[src/rtl/unidad_procesadora.sv]
// Purpose : 4-bit datapath with an 8 x 4-bit register file, a function unit and flag generation,
//           all steered by one 16-bit control word.
// Latency : reads, function unit and flags are combinational; a register write lands on the next
//           rising edge, so a dependent read is valid one cycle later.
// Backpressure : none; a control word is consumed every cycle.
// Ports   : clk, rst (sync, active-high) | control[15:0] = {DA,AA,BA,MB,FS,MD,RW}
//           datain, Constant_IN (4b) in | flags = {V,C,N,Z}, dataout = B bus, adr_out = A bus
module unidad_procesadora (
  input  logic        clk,
  input  logic        rst,
  input  logic [15:0] control,
  input  logic [3:0]  datain,
  input  logic [3:0]  Constant_IN,
  output logic [3:0]  flags,
  output logic [3:0]  dataout,
  output logic [3:0]  adr_out
);

  // Control word fields
  logic [2:0] da, aa, ba;
  logic       mb, md, rw;
  logic [3:0] fs;

  assign da = control[15:13];
  assign aa = control[12:10];
  assign ba = control[9:7];
  assign mb = control[6];
  assign fs = control[5:2];
  assign md = control[1];
  assign rw = control[0];

  logic [3:0] regs [8];
  logic [3:0] a_bus, b_reg, b_bus, d_bus;
  logic [3:0] f;
  logic       c_flag, v_flag;

  // Adder operands: the arithmetic half of the FS map is always A plus some addend plus carry-in
  logic [3:0] add_y;
  logic       add_cin;
  logic [4:0] sum;

  assign a_bus   = regs[aa];
  assign b_reg   = regs[ba];
  assign b_bus   = mb ? Constant_IN : b_reg;
  assign adr_out = a_bus;
  assign dataout = b_bus;

  always_comb begin
    add_y   = 4'b0000;
    add_cin = 1'b0;
    case (fs[2:0])
      3'b001:  add_y = 4'b0001;
      3'b010:  add_y = b_bus;
      3'b011:  begin add_y = b_bus;  add_cin = 1'b1; end
      3'b100:  add_y = ~b_bus;
      3'b101:  begin add_y = ~b_bus; add_cin = 1'b1; end
      3'b110:  add_y = 4'b1111;
      default: add_y = 4'b0000;   // 000 and 111 pass A through the adder
    endcase
    sum = {1'b0, a_bus} + {1'b0, add_y} + {4'b0000, add_cin};
  end

  always_comb begin
    f      = sum[3:0];
    c_flag = sum[4];
    // Overflow: addends agree in sign but the result does not
    v_flag = (a_bus[3] == add_y[3]) && (sum[3] != a_bus[3]);
    if (fs[3]) begin
      c_flag = 1'b0;
      v_flag = 1'b0;
      case (fs[2:0])
        3'b000:  f = a_bus & b_bus;
        3'b001:  f = a_bus | b_bus;
        3'b010:  f = a_bus ^ b_bus;
        3'b011:  f = ~a_bus;
        3'b100:  f = b_bus;
        3'b101:  begin f = {1'b0, b_bus[3:1]}; c_flag = b_bus[0]; end
        3'b110:  begin f = {b_bus[2:0], 1'b0}; c_flag = b_bus[3]; end
        default: f = b_bus;
      endcase
    end
  end

  assign flags = {v_flag, c_flag, f[3], (f == 4'b0000)};
  assign d_bus = md ? datain : f;

  // Reset wins over a pending write in the same cycle
  always_ff @(posedge clk) begin
    if (rst) begin
      for (int i = 0; i < 8; i++) regs[i] <= 4'b0000;
    end else if (rw) begin
      regs[da] <= d_bus;
    end
  end

endmodule

[config.mk]
export PLATFORM = sky130hd
export DESIGN_NAME = unidad_procesadora
export DESIGN_NICKNAME = d
export VERILOG_FILES = /design/src/rtl/unidad_procesadora.sv
export SDC_FILE = /design/constraint.sdc
export NUM_CORES = 1
export LEC_CHECK = 0
export ABC_AREA = 1
export CAP_MARGIN = 20
export CORE_MARGIN = 3
export CORE_UTILIZATION = 30
export DETAILED_ROUTE_END_ITERATION = 8
export HOLD_SLACK_MARGIN = 0.03
export MAX_ROUTING_LAYER = met4
export SETUP_SLACK_MARGIN = 0.1
export SYNTH_ARGS = -nofsm -noshare
export SYNTH_HDL_FRONTEND = slang
export SYNTH_SLANG_ARGS = --single-unit
[constraint.sdc]
create_clock -name clk -period 4.1 [get_ports clk]
set_clock_uncertainty 0.2 [all_clocks]
set_input_delay 0.82 -clock clk [delete_from_list [all_inputs] [get_ports clk]]
set_output_delay 0.82 -clock clk [all_outputs]
set_load 0.02 [all_outputs]
### Word level (Yosys, flattened, before mapping)

Memory sizes are Yosys's and may differ from the RTL's.
Cells that the tools add are included.

* register bits after elaboration: 0
* memory bits (writable): 32
* bits of input ports: 26
* output and inout port bits: 12
* logic and storage cells: 40
* memories: 1

Memory list
* regs: words 8, width 4, read ports 2, clocked after memory_dff 0, wr ports 8, RTL line 32 `logic [3:0] regs [8];`

* add/subtract/negate cells: 2
* equal/unequal tests: 8
* mux-type cells: 17
* bitwise gates (word level): 5
* reduce and logical (&&, ||, !) cells: 7

Operators with widths (count)
* $pmux W4 S6: 1
* $mux W4: 4
* $pmux W4 S4: 1
* $eq A3 B3 Y1 const B: 3
* $mux W1: 9
* $not A4 Y4: 2
* $eq A3 B2 Y1 const B: 2
* $reduce_or A2 Y1: 3
* $add A4 B4 Y5: 1
* $add A5 B1 Y5: 1
* $and A4 B4 Y4: 1
* $logic_not A4 Y1: 1
* $or A4 B4 Y4: 1
* $reduce_or A4 Y1: 1
* $xor A4 B4 Y4: 1
* $eq A3 B1 Y1 const B: 1
* $logic_not A3 Y1: 1
* $mux W3: 1
* $pmux W1 S2: 1
* $eq A1 B1 Y1: 1
* $logic_and A1 B1 Y1: 1
* $ne A1 B1 Y1: 1

### Depth between registers and ports, before layout

Gate-level depths: netlist (run 1).
An unclocked memory read counts as a cell.

* depth in word-level cells: 9
* mapped depth: 19
* depth with buffers taken out: 17

### Worst setup path after synthesis (run 1)

No wires, ideal clock.

* kind: input port to output port
* start point: input port control[7]
* end point: output port flags[0]
* arrival: 3.527 ns
* required time: 3.080 ns
* slack: -0.447 ns
* cell stages on the path: 17
* path buffers: 2
* cell sequence: buf_6 inv_4 buf_6 nand2_1 nand3_1 nand3_1 nand3_2 nand2_4 a211oi_1 o21ai_0 fa_1 fa_1 or2_2 nand3_1 a21boi_0 nand2_1 nor2_1

* longest elaborated chain between the ends: 8
* elaborated cells on any way between the ends: 12
* those cells by class: add/sub (2); mux (4); bitwise (4); reduce/logical (1); memory (1)

RTL lines
* start, declared: RTL line 11 `input logic [15:0] control,`
* $mem_v2 Z8 W4 *
* $mux W4 *: RTL line 44 `assign b_bus = mb ? Constant_IN : b_reg;`
* net dataout[0]: RTL line 15 `output logic [3:0] dataout,`
* $not A4 Y4: RTL line 55, 56
* $pmux W4 S4: RTL line 51 `case (fs[2:0])`
* $add A4 B4 Y5: RTL line 60 `sum = {1'b0, a_bus} + {1'b0, add_y} + {4'b0000, add_cin};`
* $add A5 B1 Y5: RTL line 60
* $mux W4 *: RTL line 68 `if (fs[3]) begin`
* $logic_not A4 Y1 *: RTL line 84 `assign flags = {v_flag, c_flag, f[3], (f == 4'b0000)};`
* end, declared: RTL line 14 `output logic [3:0] flags,`

The timed path passes the listed nets; every way through them passes the cells marked *.

### Worst setup path in the final report (run 1)

* start point: input port control[11]
* end point: output port flags[0]

* longest elaborated chain between the ends: 5
* elaborated cells on any way between the ends: 10
* those cells by class: add/sub (2); mux (2); bitwise (4); reduce/logical (1); memory (1)

RTL lines (RTL line)
* $mem_v2 Z8 W4 *
* $add A4 B4 Y5, or another cell as far along: 60
* $add A5 B1 Y5 / $pmux W4 S6 (equally long branches): 60, 71
* $mux W4 *: 68
* $logic_not A4 Y1 *: 84

Every way passes the cells marked *; elsewhere a longest branch is shown, timed or not.

==> impl_metrics.ini, run 1 <==
[final_layout]
final_util = 0.4587
drive_gt1_frac = 0.3158
layout_common_cells = 107 x nand2_1, 80 x buf_4, 58 x inv_1
area_growth_pct = 46.13
top_regs = regs: 32 flops
final_cells = 621
num_antenna_cells = 0
top_register = regs
final_common_cell = nand2_1
nets = 552
largest_reg_flops = 32

[placed_design]
portBuffers = 37
post-place-ws_ns = -1.115
place_hpwl_um = 6407
placed_cells = 599
gp_congestion = 0.9670

[cts]
clock_latency_ns = 0.28
cts_inserted_buffers = 5
clkTransAtPathRegs_ns = 0.06
clock-sinks = 32
clock_path_buffers = 2
cts_root_buf = clkbuf_8
htree_levels = 2
cts_tree = yes
postCtsHoldBufs = 0

[logic_synthesis]
syn-num-nets = 437
synth_simple_gate_area_share = 0.4045
synth-xor-area-share = 0.003153
yosys_warnings = 0
synth-seq-cells = 32
yosysUniqueCellTypes = 27
synthAdderAreaFrac = 0.06396
syn_inst = 398
synth_top_family_by_area = simple AND/OR/NAND/NOR gates
synth_mux_area_frac = 0
syn_area_sq_um = 2778
synth-compound-area-share = 0.06622
yosysSeqAreaShare = 0.3459
avgSynthCellArea_sq_um = 6.979

[sta]
worstMarginPinSlew_ns = 0.5417
fin_ws_ns = -0.1444
slew-limit-headroom = 0.6361
rsz0062_at_grt = yes
drv_slew = 0
finalHoldViolCount = 0
timing.setup.tns_ns = -0.1444
setup_violations = 1
fmax_mhz = 235.6
min_period_over_period = 1.035
fin_crit_ns = 4.244

[job]
max_cap_violations = 0

[critical_path]
crit_fanout = 4
cp-end-kind = primary output
cp.arrival_ns = 3.22
required_ns = 3.08
crit_type = primary input to primary output
worst_setup_path_start_kind = primary input

[grt]
grt.overflow.total = 0
grt_usage = 0.1611
grt_start_max_net_pins = 14
grt_pass1_wl_um = 12850
antenna_found_initial = 0
grt_pass1_vias = 2882

[detailed_routing]
met1_length_um = 3658
wl_met3_um = 229
postRouteAntennaNets = 0
vias_per_cell = 4.639
drc = 0
finalWirelength_um = 8046
routed.top_layer = met4
via_count = 2881
detail_route.wl_per_cell_um = 12.96
drtIter0Drc = 142
wl_met2_um = 4090
firstDrtPassIters = 5

[floorplanning]
io_pins = 38
die-area_sq_um = 10450
die_x_um = 102.2
start_util = 0.3139
num_rows = 34
core_area_sq_um = 8848
die_h_um = 102.2

[power_and_ir_drop]
combPwrFrac = 0.454
p_sw_uw = 362.0
switching_share = 0.3341
p_seq_frac = 0.350
clock_power_share = 0.196
p_per_area_nw_per_um2 = 266.9
ir_worst_vdd_mv = 0.1744
totalPowerFinal_mw = 1.083
p_leak_nw = 2.006
intPower_uw = 721.5

[outcome]
status = finished, violations left
violations = setup timing

[worst_hold_path]
hold_path.class = primary input to flop
[worst paths after layout]
kind         slack [ns]         from    endpoint  cells past startpoint
max reg2reg        0.28   regs[2][0]  regs[4][3]                     25
min                1.17    datain[3]  regs[1][3]                      3
min reg2reg        1.19   regs[2][1]  regs[0][1]                     13
max               -0.14  control[11]    flags[0]                     14
[timing repair]
| item | in CTS | in global routing |
|---|---|---|
| pin swaps | 25 | 22 |
| hold endpoints to repair | 0 | 0 |
| gates cloned | 0 | 0 |
| setup endpoints to repair | 4 | 12 |
| setup buffers | 13 | 3 |
| resized for setup | 67 | 26 |
[power groups by stage]
stage                     logic, mW  clock network [mW]  registers (mW)
after CTS                     0.472               0.214           0.379
after floorplan               0.232                   0           0.384
after global routing          0.535               0.230           0.381
final                         0.492               0.213           0.379
after detailed placement      0.417                   0           0.386
after global placement        0.414                   0           0.386
[area by class of cell]
type / count / area, sq um
tap: 108 / 135.1
sequential: 32 / 960.9
multi-input combinational: 290 / 1654
timing repair buffer: 117 / 970.9
fill: 894 / 4790
inverter: 67 / 261.5
clock buffer: 5 / 68.82
clock inverter: 2 / 7.507
[logic make-up (layout without fill, tap and decap cells)]
| group | Yosys count | in the layout |
|---|---|---|
| and+or+nand+nor | 246 | 246 |
| buffers and inverters | 76 | 191 |
| DFF | 32 | 32 |
| AOI/OAI and AO/OA | 30 | 30 |
| adders and majority gates | 13 | 13 |
| xor gates and xnor gates | 1 | 1 |
[synth_stat cells (all sizes together)]
master,n,share of area
buf,9,0.025
inv,66,0.090
nand4,3,0.0068
xor2,1,0.0032
ha,11,0.050
nand3,62,0.13
clkinv,1,0.0014
a211oi,1,0.0027
edfxtp,32,0.35
fa,2,0.014
nand2,128,0.19
o211ai,4,0.011
a22oi,1,0.0027
a21boi,3,0.0081
o21ai,9,0.020
nor2,48,0.065
or2,3,0.0068
a21oi,12,0.022
nor3,2,0.0036
[critical path, cell delays in order]
cell           delay (ns)
dlygate4sd2_1        0.25
buf_4                0.16
o211ai_1             0.10
nand3_1              0.12
nand2_1              0.10
inv_1                0.08
fa_2                 0.42
fa_2                 0.37
or2_4                0.23
nand3_2              0.07
a21boi_2             0.18
nand2_2              0.08
nor2_4               0.11
buf_6                0.12
[layer usage]
metal  vias to the layer above  GRT usage
met5                         -          -
met1                      1317     0.1980
met4                         0    0.05348
li1                       1497          -
met3                         6    0.01638
met2                        61     0.2769
[through the flow]
stage	cell area [sq um]	hold slack (ns)
after floorplan	2818	0.8907
after global placement	3734	1.194
after detailed placement	3734	1.186
after CTS	3990	1.184
after global routing	4059	1.201
final	4059	1.174
(Power assumes the default switching activity.)
==> inputs of run 2 (changes only) <==
CTS_CLUSTER_SIZE = 16   (was unset)
==> results of run 2 <==
Final layout, timing and power as in run 1 (identical DEF).
